--- src/rtl/ofdm_periodic_framer.sv ---
// Purpose: cuts a detector-triggered sample stream into frames, skipping an offset and the gaps between frames.
// Latency: 0 cycles in FRAME (combinational pass-through); no internal buffering.
// Backpressure: o_tready feeds i_tready for framed samples; discarded samples are always accepted.
// Optional retrigger behaviour is enabled by defining OFDM_FRAMER_RETRIGGER_EN.
module ofdm_periodic_framer #(
    parameter int          WIDTH         = 32,
    parameter int          LEN_W         = 16,
    parameter int          CNT_W         = 8,
    parameter logic [7:0]  SR_BASE       = 8'h10,
    parameter int          DEF_FRAME_LEN = 64,
    parameter int          DEF_GAP_LEN   = 16
) (
    input  logic             ce_clk,
    input  logic             ce_rst,
    input  logic             set_stb,
    input  logic [7:0]       set_addr,
    input  logic [31:0]      set_data,
    input  logic [WIDTH-1:0] i_tdata,
    input  logic             i_tuser,
    input  logic             i_tvalid,
    output logic             i_tready,
    output logic [WIDTH-1:0] o_tdata,
    output logic             o_tlast,
    output logic             o_teob,
    output logic             o_tvalid,
    input  logic             o_tready,
    output logic [CNT_W-1:0] frame_cnt,
    output logic             busy
);

    localparam logic [1:0] S_IDLE   = 2'd0;
    localparam logic [1:0] S_OFFSET = 2'd1;
    localparam logic [1:0] S_FRAME  = 2'd2;
    localparam logic [1:0] S_GAP    = 2'd3;

    localparam logic [7:0]       A_FRAME_LEN = SR_BASE;
    localparam logic [7:0]       A_GAP_LEN   = SR_BASE + 8'd1;
    localparam logic [7:0]       A_OFFSET    = SR_BASE + 8'd2;
    localparam logic [7:0]       A_MAX       = SR_BASE + 8'd3;
    localparam logic [LEN_W-1:0] ONE_L       = 1;
    localparam logic [CNT_W-1:0] ONE_C       = 1;

    logic [LEN_W-1:0] frame_len_r, gap_len_r, offset_r;
    logic [CNT_W-1:0] max_frames_r;
    logic [LEN_W-1:0] sh_len, sh_gap, sh_off;
    logic [CNT_W-1:0] sh_max;
    logic [LEN_W-1:0] frame_len_cl;

    logic [1:0]       state, nxt_state;
    logic [LEN_W-1:0] cnt, nxt_cnt;
    logic [CNT_W-1:0] nxt_fc;
    logic             load_sh;

    logic             trig_state, trig, in_frame, is_last, accept, end_burst, pend_now;
    logic [LEN_W-1:0] eff_len, eff_gap, fidx;
    logic [CNT_W-1:0] eff_max, cnt_base, cnt_inc;

    logic unused_set_data;
    assign unused_set_data = ^set_data[31:LEN_W];

    always_ff @(posedge ce_clk or negedge ce_rst) begin
        if (!ce_rst) begin
            frame_len_r  <= LEN_W'(DEF_FRAME_LEN);
            gap_len_r    <= LEN_W'(DEF_GAP_LEN);
            offset_r     <= '0;
            max_frames_r <= '0;
        end else if (set_stb) begin
            case (set_addr)
                A_FRAME_LEN: frame_len_r  <= set_data[LEN_W-1:0];
                A_GAP_LEN:   gap_len_r    <= set_data[LEN_W-1:0];
                A_OFFSET:    offset_r     <= set_data[LEN_W-1:0];
                A_MAX:       max_frames_r <= set_data[CNT_W-1:0];
                default: ;
            endcase
        end
    end

    assign frame_len_cl = (frame_len_r == '0) ? ONE_L : frame_len_r;

`ifdef OFDM_FRAMER_RETRIGGER_EN
    logic pend, nxt_pend;
    assign trig_state = (state != S_FRAME);
    // A trigger seen on the closing sample of a frame counts as pending too.
    assign pend_now   = (state == S_FRAME) && (pend || i_tuser);
`else
    assign trig_state = (state == S_IDLE);
    assign pend_now   = 1'b0;
`endif

    // A trigger sample is judged against the live registers, since shadows load on that same edge.
    assign trig     = i_tvalid && i_tuser && trig_state;
    assign eff_len  = trig ? frame_len_cl : sh_len;
    assign eff_gap  = trig ? gap_len_r : sh_gap;
    assign eff_max  = trig ? max_frames_r : sh_max;
    assign in_frame = (state == S_FRAME) || (trig && offset_r == '0);
    assign fidx     = trig ? '0 : cnt;
    assign is_last  = in_frame && (fidx == eff_len - ONE_L);
    assign cnt_base = trig ? '0 : frame_cnt;
    assign cnt_inc  = (&cnt_base) ? cnt_base : cnt_base + ONE_C;
    assign end_burst = (eff_max != '0) && (cnt_base + ONE_C == eff_max);

    assign o_tdata  = i_tdata;
    assign o_tvalid = in_frame && i_tvalid;
    assign o_tlast  = o_tvalid && is_last;
    assign o_teob   = o_tlast && (end_burst || pend_now);
    assign i_tready = in_frame ? o_tready : 1'b1;
    assign accept   = i_tvalid && i_tready;
    assign busy     = (state != S_IDLE);

    always_comb begin
        nxt_state = state;
        nxt_cnt   = cnt;
        nxt_fc    = frame_cnt;
        load_sh   = 1'b0;
`ifdef OFDM_FRAMER_RETRIGGER_EN
        nxt_pend  = pend;
`endif
        if (accept) begin
            if (trig) begin
                load_sh = 1'b1;
                nxt_fc  = '0;
`ifdef OFDM_FRAMER_RETRIGGER_EN
                nxt_pend = 1'b0;
`endif
                if (offset_r == '0) begin
                    nxt_state = S_FRAME;
                    nxt_cnt   = ONE_L;
                end else if (offset_r == ONE_L) begin
                    nxt_state = S_FRAME;
                    nxt_cnt   = '0;
                end else begin
                    nxt_state = S_OFFSET;
                    nxt_cnt   = ONE_L;
                end
            end else begin
                case (state)
                    S_OFFSET: begin
                        nxt_cnt = cnt + ONE_L;
                        if (cnt + ONE_L == sh_off) begin
                            nxt_state = S_FRAME;
                            nxt_cnt   = '0;
                        end
                    end
                    S_GAP: begin
                        nxt_cnt = cnt + ONE_L;
                        if (cnt + ONE_L == sh_gap) begin
                            nxt_state = S_FRAME;
                            nxt_cnt   = '0;
                        end
                    end
                    S_FRAME: begin
                        nxt_cnt = cnt + ONE_L;
`ifdef OFDM_FRAMER_RETRIGGER_EN
                        if (i_tuser) nxt_pend = 1'b1;
`endif
                    end
                    default: ;
                endcase
            end

            // End-of-frame handling overrides the per-state counting above.
            if (is_last) begin
                nxt_fc  = cnt_inc;
                nxt_cnt = '0;
                if (end_burst) begin
                    nxt_state = S_IDLE;
                end else if (pend_now) begin
                    load_sh   = 1'b1;
                    nxt_fc    = '0;
                    nxt_state = (offset_r == '0) ? S_FRAME : S_OFFSET;
                end else begin
                    nxt_state = (eff_gap == '0) ? S_FRAME : S_GAP;
                end
`ifdef OFDM_FRAMER_RETRIGGER_EN
                nxt_pend = 1'b0;
`endif
            end
        end
    end

    always_ff @(posedge ce_clk or negedge ce_rst) begin
        if (!ce_rst) begin
            state     <= S_IDLE;
            cnt       <= '0;
            frame_cnt <= '0;
            sh_len    <= LEN_W'(DEF_FRAME_LEN);
            sh_gap    <= LEN_W'(DEF_GAP_LEN);
            sh_off    <= '0;
            sh_max    <= '0;
        end else begin
            state     <= nxt_state;
            cnt       <= nxt_cnt;
            frame_cnt <= nxt_fc;
            if (load_sh) begin
                sh_len <= frame_len_cl;
                sh_gap <= gap_len_r;
                sh_off <= offset_r;
                sh_max <= max_frames_r;
            end
        end
    end

`ifdef OFDM_FRAMER_RETRIGGER_EN
    always_ff @(posedge ce_clk or negedge ce_rst) begin
        if (!ce_rst) pend <= 1'b0;
        else         pend <= nxt_pend;
    end
`endif

endmodule

--- config.mk ---
export PLATFORM = sky130hd
export DESIGN_NAME = ofdm_periodic_framer
export DESIGN_NICKNAME = d
export VERILOG_FILES = /design/src/rtl/ofdm_periodic_framer.sv
export SDC_FILE = /design/constraint.sdc
export NUM_CORES = 1
export LEC_CHECK = 0
export ABC_AREA = 1
export CORE_ASPECT_RATIO = 0.75
export CORE_MARGIN = 2
export CORE_UTILIZATION = 39
export DETAILED_ROUTE_END_ITERATION = 16
export PLACE_DENSITY = 0.58
export SKIP_LAST_GASP = 1
export SLEW_MARGIN = 20
export SYNTH_ARGS = -nofsm -noshare
export SYNTH_HDL_FRONTEND = slang
export SYNTH_SLANG_ARGS = --single-unit
--- constraint.sdc ---
create_clock -name ce_clk -period 9.6 [get_ports ce_clk]
set_clock_uncertainty 0.1 [all_clocks]
set_input_delay 1.92 -clock ce_clk [delete_from_list [all_inputs] [get_ports ce_clk]]
set_output_delay 1.92 -clock ce_clk [all_outputs]
set_load 0.005 [all_outputs]
==> results of run 1 <==
worst max path at each step:
stage                  start       to  slack [ns]  depth (start not counted)
CTS                  i_tuser   o_teob        1.43                         18
detailed placement   i_tuser   o_teob        1.42                         18
finish               i_tuser   o_teob        1.38                         18
global route         i_tuser  o_tlast        1.07                         18
global placement     i_tuser   o_teob        1.51                         18
floorplan           i_tvalid   o_teob        3.32                         19
per-layer routing:
| metal | vias to the layer above | wire length (microns) |
|---|---|---|
| met1 | 3889 | 14300 |
| met2 | 224 | 10710 |
| met5 | - | 0 |
| met3 | 12 | 1576 |
| met4 | 0 | 172 |
| li1 | 4299 | - |
metrics by stage:
step	utilization (%)	hold WS [ns]
2_1_floorplan	-	0.3422
3_3_place_gp	41.24	0.3560
5_1_grt	43.65	0.4044
4_1_cts	43.65	0.3833
3_5_place_dp	41.24	0.3612
6_report	43.65	0.3814
cell usage in the layout (no fill, tap or decap), types with 14 or more instances in the layout:
cell type,count
xor2_1,16
nand2_1,490
clkdlybuf4s50_1,41
nand3b_1,14
nand3_1,92
dfrtp_1,134
clkbuf_16,17
nand4_1,50
nor2_1,107
o21ai_0,123
o21ai_2,17
inv_1,169
layout make-up:
type | instances | area (sq um) | area share, %
clock buffer | 18 | 429.2 | 4.252
clock inverter | 14 | 127.6 | 1.264
inverter | 170 | 638.1 | 6.322
multi-input combinational | 982 | 4583 | 45.41
sequential | 138 | 3458 | 34.26
tap | 300 | 375.4 | 3.719
timing repair buffer | 50 | 481.7 | 4.773
registers in the layout (all words and copies together) (netlist names), 8 cells and up:
register      flops
cnt              16
frame_cnt         8
frame_len_r      16
gap_len_r        16
max_frames_r      8
offset_r         16
sh_gap           16
sh_len           16
sh_max            8
sh_off           16
power breakdown:
| part | leakage (nW) | internal (W) | switching, W | total (W) |
|---|---|---|---|---|
| Combinational | 3.01 | 0.000368 | 0.000713 | 0.00108 |
| Sequential | 1.88 | 0.000660 | 0.0000852 | 0.000745 |
| Clock | 0.262 | 0.000341 | 0.000289 | 0.000629 |
| Total | 5.16 | 0.00137 | 0.00109 | 0.00245 |
kinds of logic after synthesis:
logic type,count (synthesis),synth area share [%]
DFF,138,37.55
AOI/OAI and AO/OA,160,9.579
and+or+nand+nor,794,37.16
buffers and inverters,252,12.76
adders and majority gates,7,0.9510
xor gates and xnor gates,21,1.997
worst register-to-register path, stage by stage, from the launching register on:
cell	delay, ns
dfrtp_1	0.42
inv_1	0.10
ha_1	0.67
nand3_4	0.14
inv_2	0.23
nand3_1	0.16
nand2_1	0.34
ha_1	0.24
nand3_1	0.16
nor2_4	0.22
nand3_1	0.13
nand3_1	0.19
nand2_1	0.08
inv_1	0.05
nand3_1	0.10
nor2_4	0.20
nand3_2	0.10
buf_4	0.23
nand3_2	0.12
nand2_2	0.38
nand2_1	0.22
o21ai_2	0.07
==> out/results.ini, run 1 <==
[route]
drt-total-wl_mm = 26.76
wire_per_inst_microns = 16.01
ant_nets = 0
drc = 0
drt_iter0_drc = 750
vias = 8424
dr.pass1.iters = 5
vias_per_cell = 5.038

[synth]
synth-seq-cells = 138
yosysSeqAreaShare_pct = 37.55
ys_types = 40
synth_ff_type = dfrtp_1
synthDominantCellAreaShare_pct = 36.41
synth_async_sr_flop_share_pct = 100.0
yosysMostFrequentCell = nand2_1
yosysTopAreaCell = dfrtp_1
yosys-top-cells-count = nand2_1 (490), inv_1 (169), dfrtp_1 (134)
synth_area_sq_mm = 0.009209
synthCells = 1372
ys.warnings.count = 0
avgSynthCellArea_sq_um = 6.712
yosys-top-cells-area = dfrtp_1 (36%), nand2_1 (20%), inv_1 (6.9%), o21ai_0 (6.7%), nand3_1 (5.0%)
synth_nets = 1457
synth_edf_count = 0

[worst_setup_path]
worstPathMaxFanout = 22
worst-setup-path-type = input port to primary output
cp-start-kind = input port
crit_buf_inv = 5
timing.rr.end = cnt[15]$_DFFE_PN0P_
r2r_setup_slack_ns = 4.81
worstPathRequired_ns = 7.58
crit_family = buffers and inverters
crit_path_top_delay_cell = clkdlybuf4s50_1
crit_top_cell = nand3_1
timing.rr.start = state[0]$_DFFE_PN0P_
crit_path_max_incr_delay_ns = 0.97
reg2reg_depth = 21
arrival_ns = 6.20
critical_path.endpoint_type = primary output
crit_path_cell_trace = clkdlybuf4s50_1 > nand3_4 > inv_2 > nand3_1 > nand2_1 > ha_1 > nand3_1 > nor2_4 > nand3_1 > nand3_1 > nand2_1 > inv_1 > nand3_1 > nor2_4 > nand3_2 > buf_4 > nor4_2 > clkdlybuf4s50_1

[placed_design]
dp_slack_ns = 1.423
place_area_sq_mm = 0.009537
port_buffers = 42
dp_cells = 1640
place_hpwl_mm = 20.37
gp_congestion = 0.9896

[clock_tree]
cts.sink_count = 138
clk_pin_slew_ns = 0.06
clkLatencyLatePin_ns = 0.44
cts_buffers = 17
cts_root_buffer = clkbuf_16
cts_setup_buffers = 0
clockBufferDepth = 2
cts_resized = 0
cts_tree = built
holdBufCountCts = 0
h-tree-depth = 4

[final_layout]
final_layout_size_suffix_gt1_share_pct = 6.341
n_antenna_cell = 0
fin_cells = 1672
nFillCells = 2453
area_growth_pct = 9.606
post-route-cell-area_sq_mm = 0.01009
nNetsFinal = 1444

[timing]
rsz0062_at_grt = no
fin_crit_ns = 8.216
hold_viol_final = 0
setup_violations = 0
maxSlewViolCount = 0
setup_tns_ns = 0
fmax_ghz = 0.1217
relSlewSlack_pct = 32.71
fin_crit_sh_pct = 85.58
fin_ws_ns = 1.384
worstMarginPinSlew_ns = 1.007

[floorplanning]
dieArea_sq_mm = 0.02487
std_cell_rows = 48
fp.dieH_microns = 137.1
start_util_pct = 39.83
die_w_microns = 181.4
core_area_sq_mm = 0.02312
io_pins = 123

[grt]
met2_usage_pct = 31.08
met1_usage_pct = 35.15
track_usage_pct = 22.19
grt_max_degree = 78
busiest_layer = met1
grt_pass1_vias = 7527
antenna_found_initial = 0
met3_usage_pct = 4.045
grt.overflow.total = 0
grt_pass1_wl_mm = 42.20

[power]
p_total_w = 0.002454
p_per_area_mw_per_mm2 = 243.2
vdd_drop_max_mv = 0.1229
p_leak_nw = 5.155

[min_path]
hp-class = register to register
min_to = sh_len[15]$_DFFE_PN0P_
hold_path_depth = 2
hold_path.startpoint = sh_len[15]$_DFFE_PN0P_

[job]
maxCapViolCount = 0

[outcome]
status = completed

(Power assumes the default switching activity.)
==> run 2: changes to the inputs <==
- PLACE_DENSITY: 0.58 -> 0.66
- RECOVER_POWER: unset -> 50
==> out/results.ini, run 2 (same netlist as run 1, synthesis figures left out) <==
[outcome]
status = complete, but fails checks
violations = capacitance limit, slew limit

[grt]
antenna_found_initial = 0  ; unchanged
track_usage_pct = 22.32  ; +0.13 points
grt_pass1_vias = 7922  ; +5.2%
grt.overflow.total = 0  ; unchanged
grt_max_degree = 78  ; unchanged
grt_pass1_wl_mm = 42.81  ; +1.4%

[power]
p_int_w = 0.001388  ; +1.4%
p_total_w = 0.002476  ; +0.89%
combPwrFrac_pct = 43.6  ; -0.4 points
netSwitchingPower_w = 0.001089  ; +0.22%
p_seq_share_pct = 30.0  ; -0.3 points
p_per_area_mw_per_mm2 = 244.9  ; +0.73%
switching_share_pct = 43.97  ; -0.30 points
clockPowerShare_pct = 26.4  ; +0.8 points
p_leak_nw = 5.186  ; +0.60%
vdd_drop_max_mv = 0.1131  ; -8.0%

[floorplanning]
io_pins = 123  ; unchanged
die_w_microns = 181.4  ; unchanged
core_area_sq_mm = 0.02312  ; unchanged
dieArea_sq_mm = 0.02487  ; unchanged
std_cell_rows = 48  ; unchanged
start_util_pct = 39.83  ; unchanged
fp.dieH_microns = 137.1  ; unchanged

[timing]
fin_ws_ns = 1.504  ; +0.1204 ns
worstMarginPinSlew_ns = 4.073  ; +3.066 ns
rsz0062_at_grt = no
fin_crit_ns = 8.096  ; -0.1204 ns
maxSlewViolCount = 70  ; +70
hold_viol_final = 0  ; unchanged
fmax_ghz = 0.1235  ; +1.5%
relSlewSlack_pct = -171.6  ; -200 points
setup_violations = 0  ; unchanged
setup_tns_ns = 0  ; unchanged
fin_crit_sh_pct = 84.33  ; -1.3 points

[worst_setup_path]
cp-start-kind = input port
critical_path.endpoint_type = primary output
arrival_ns = 6.08  ; -0.12 ns
worstPathMaxFanout = 24  ; +9.1%
timing.rr.start = state[0]$_DFFE_PN0P_
reg2reg_depth = 22  ; +4.8%
worstPathRequired_ns = 7.58  ; about the same
timing.rr.end = cnt[12]$_DFFE_PN0P_
r2r_setup_slack_ns = 4.45  ; -0.36 ns
worst-setup-path-type = input port to primary output

[clock_tree]
h-tree-depth = 4  ; unchanged
clockBufferDepth = 2  ; unchanged
cts_tree = built
cts_buffers = 17  ; unchanged
cts.sink_count = 138  ; unchanged
cts_root_buffer = clkbuf_16
cts_resized = 0  ; unchanged
clk_pin_slew_ns = 0.06  ; about the same
holdBufCountCts = 0  ; unchanged
clkLatencyLatePin_ns = 0.44  ; about the same
cts_setup_buffers = 0  ; unchanged

[final_layout]
multi_input_area_sq_mm = 0.004583  ; unchanged
final_common_cell = nand2_1
nFillCells = 2370  ; -3.4%
nNetsFinal = 1444  ; unchanged
final_layout_size_suffix_gt1_share_pct = 6.414  ; +0.073 points
fin_cells = 1672  ; unchanged
layout_common_cells = nand2_1 (490), inv_1 (168), dfrtp_1 (134), o21ai_0 (123), nor2_1 (107)
seqCellArea_sq_mm = 0.003458  ; unchanged
n_antenna_cell = 0  ; unchanged
area_growth_pct = 9.783

[min_path]
hp-class = register to register
min_to = sh_len[3]$_DFFE_PN0P_
hold_path.startpoint = sh_len[3]$_DFFE_PN0P_
hold_path_depth = 2  ; unchanged

[route]
ant_nets = 0  ; unchanged
drt_iter0_drc = 786  ; +4.8%
wire_per_inst_microns = 15.67  ; -2.1%
drt-total-wl_mm = 26.21  ; -2.1%
drc = 0  ; unchanged
vias_per_cell = 5.104  ; +1.3%
dr.pass1.iters = 7  ; +2
vias = 8534  ; +1.3%

[placed_design]
port_buffers = 42  ; unchanged
dp_slack_ns = 1.546  ; +0.1228 ns
place_hpwl_mm = 19.67  ; -3.5%
gp_congestion = 0.9269  ; -6.3%
dp_cells = 1640  ; unchanged

[job]
maxCapViolCount = 1  ; +1

==> run 2: cell count changes in the layout (fill, tap and decap cells not counted), sizes merged <==
| cell | delta |
|---|---|
| dlygate4sd3 | +9 |
| bufinv | +1 |
| buf | -1 |
| clkdlybuf4s50 | -9 |
==> run 2: critical path: stages <==
cell             delay, ns
clkdlybuf4s50_1       0.45
buf_4                 0.24
nand3_4               0.31
inv_2                 0.33
nand3_1               0.16
nand2_1               0.32
ha_1                  0.24
nand3_1               0.17
nor2_4                0.24
nand3_1               0.13
nand3_1               0.16
nand2_1               0.07
inv_1                 0.05
nand3_1               0.10
nor2_4                0.17
nand3_2               0.08
buf_4                 0.23
nor4_2                0.16
clkdlybuf4s50_1       0.54
==> run 2: power by group through the flow <==
stage               Sequential [W]  Combinational (W)  Clock (W)
floorplan                 0.000715           0.000835          0
global placement          0.000749            0.00106          0
detailed placement        0.000751            0.00107          0
CTS                       0.000740            0.00107   0.000662
global route              0.000755            0.00123   0.000687
finish                    0.000743            0.00108   0.000654
==> run 2: final cells by class <==
cell class | instances | share of cell area, %
Sequential cell | 138 | 34.21
Clock inverter | 15 | 1.535
Tap cell | 300 | 3.713
Inverter | 170 | 6.312
Clock buffer | 17 | 4.208
Multi-Input combinational cell | 982 | 45.33
Timing Repair Buffer | 50 | 4.691
==> run 2: how the worst max path moves through the flow <==
stage / to / slack, ns / cells after the start / from
CTS: o_teob / 1.55 / 19 / i_tvalid
finish: o_teob / 1.50 / 19 / i_tvalid
floorplan: o_teob / 3.32 / 19 / i_tvalid
global route: o_teob / 1.18 / 19 / i_tvalid
detailed placement: o_teob / 1.55 / 19 / i_tvalid
global placement: o_teob / 1.56 / 19 / i_tvalid
==> run 2: through the flow <==
stage	hold WS, ns	cell area [sq um]	util [%]
after floorplan	0.3422	9209	-
after global placement	0.3534	9537	41.24
after detailed placement	0.3665	9537	41.24
after CTS	0.3821	10120	43.76
after global routing	0.4059	10110	43.72
final	0.3796	10110	43.72
==> run 2: metal layers <==
layer	up-vias	global-route usage (%)	wire (microns)
met1	3973	34.28	13710
met5	-	0	0
li1	4293	-	-
met2	251	32.14	10580
met4	0	4.923	188
met3	17	4.311	1728
==> run 3: changes to the inputs <==
- PLACE_DENSITY: 0.66 -> 0.68
- clock period: 9.6 -> 7.2 ns (I/O delays scaled with it)
==> out/results.ini, run 3 (same netlist as run 1, synthesis figures left out) <==
[final_layout]
final_layout_size_suffix_gt1_share_pct = 6.341  ; -0.073 points
nFillCells = 2344  ; -1.1%
nNetsFinal = 1444  ; unchanged
seqCellArea_sq_mm = 0.003458  ; unchanged
area_growth_pct = 9.933
final_common_cell = nand2_1
multi_input_area_sq_mm = 0.004583  ; unchanged
n_antenna_cell = 0  ; unchanged
layout_common_cells = nand2_1 (490), inv_1 (168), dfrtp_1 (134), o21ai_0 (123), nor2_1 (107)

[worst_setup_path]
arrival_ns = 5.14  ; -0.94 ns
critical_path.endpoint_type = primary output
cp-start-kind = input port
worst-setup-path-type = input port to primary output
worstPathRequired_ns = 5.66  ; -1.92 ns
reg2reg_depth = 23  ; +4.5%
worstPathMaxFanout = 22  ; -8.3%

[floorplanning]
die_w_microns = 181.4  ; unchanged
core_area_sq_mm = 0.02312  ; unchanged
fp.dieH_microns = 137.1  ; unchanged
dieArea_sq_mm = 0.02487  ; unchanged
std_cell_rows = 48  ; unchanged
io_pins = 123  ; unchanged
start_util_pct = 39.83  ; unchanged

[clock_tree]
cts_buffers = 17  ; unchanged
cts_tree = built
clkLatencyLatePin_ns = 0.43  ; about the same
cts.sink_count = 138  ; unchanged
h-tree-depth = 4  ; unchanged
clk_pin_slew_ns = 0.06  ; about the same
holdBufCountCts = 0  ; unchanged
cts_root_buffer = clkbuf_16
cts_resized = 0  ; unchanged
cts_setup_buffers = 0  ; unchanged
clockBufferDepth = 2  ; unchanged

[power]
p_leak_nw = 5.199  ; +0.24%
p_total_w = 0.003308  ; +34%
vdd_drop_max_mv = 0.1548  ; +37%
p_per_area_mw_per_mm2 = 326.7  ; +33%

[timing]
fin_crit_sh_pct = 92.82
worstMarginPinSlew_ns = 3.749  ; -0.3240 ns
setup_tns_ns = 0  ; unchanged
fin_crit_ns = 6.683
rsz0062_at_grt = no
fmax_ghz = 0.1496
maxSlewViolCount = 141  ; +100%
setup_violations = 0  ; unchanged
relSlewSlack_pct = -149.9  ; +22 points
whs_ns = 0.3825  ; +0.002869 ns
hold_viol_final = 0  ; unchanged

[min_path]
hp-class = register to register
hold_path_depth = 2  ; unchanged

[route]
wire_per_inst_microns = 15.50  ; -1.1%
vias = 8663  ; +1.5%
vias_per_cell = 5.181  ; +1.5%
drt-total-wl_mm = 25.92  ; -1.1%
drt_iter0_drc = 727  ; -7.5%
ant_nets = 0  ; unchanged
drc = 0  ; unchanged
dr.pass1.iters = 5  ; -2

[grt]
track_usage_pct = 21.87  ; -0.45 points
grt_max_degree = 89  ; +14%
grt_pass1_vias = 7832  ; -1.1%
grt.overflow.total = 0  ; unchanged
antenna_found_initial = 0  ; unchanged
grt_pass1_wl_mm = 42.12  ; -1.6%

[outcome]
status = complete, but fails checks
violations = capacitance limit, slew limit

[placed_design]
port_buffers = 42  ; unchanged
place_hpwl_mm = 19.39  ; -1.4%
gp_congestion = 0.9868  ; +6.5%

[job]
maxCapViolCount = 2  ; +1

[run 3: report_power, final]
| part | internal [W] | switching, W |
|---|---|---|
| registers | 0.000880 | 0.000115 |
| logic | 0.000487 | 0.000955 |
| clock network | 0.000490 | 0.000381 |
| total | 0.00186 | 0.00145 |
[run 3: final timing paths]
path,from,end,slack (ns)
worst max register to register,state[0]$_DFFE_PN0P_,cnt[15]$_DFFE_PN0P_,2.73
worst max-delay path,i_tvalid,o_teob,0.52
max in group asynchronous,ce_rst,sh_gap[5]$_DFFE_PN0P_,1.54
min in group asynchronous,ce_rst,sh_len[5]$_DFFE_PN0P_,2.19
worst min-delay path,sh_max[3]$_DFFE_PN0P_,sh_max[3]$_DFFE_PN0P_,0.38
worst min register to register,sh_max[3]$_DFFE_PN0P_,sh_max[3]$_DFFE_PN0P_,0.38
[run 3: stage by stage]
stage	worst slack [ns]	instance area (sq um)	util [%]	cells
final	0.5167	10120	43.78	1672
after global routing	0.1950	10120	43.78	1672
after CTS	0.5019	10130	43.83	1672
after detailed placement	0.5003	9549	41.30	1640
after global placement	0.5862	9549	41.30	1640
after floorplan	1.884	9209	-	1372
[run 3: critical path, stage by stage]
cell and delay, ns:
clkdlybuf4s50_1 0.46, nand3_4 0.12, inv_2 0.12, or2_2 0.31
nand2_1 0.32, ha_1 0.23, nand3_1 0.19, nor2_4 0.22
nand3_1 0.13, nand3_1 0.16, nand2_1 0.07, inv_1 0.05
nand3_1 0.10, nor2_4 0.18, nand3_2 0.09, buf_4 0.23
nor4_2 0.16, clkdlybuf4s50_1 0.55
[run 3: per-layer routing]
metal,vias to the layer above,GRT usage [%],routed length (microns)
met3,30,6.386,2344
met1,4026,31.80,12620
met5,-,0,0
li1,4297,-,-
met4,0,5.781,386
met2,310,31.57,10580
[run 3: layout make-up]
cell class	instances	share of cell area, %
multi-input combinational	982	45.27
sequential	138	34.16
inverter	170	6.303
timing repair buffer	50	4.783
clock buffer	18	4.239
tap	300	3.708
clock inverter	14	1.533
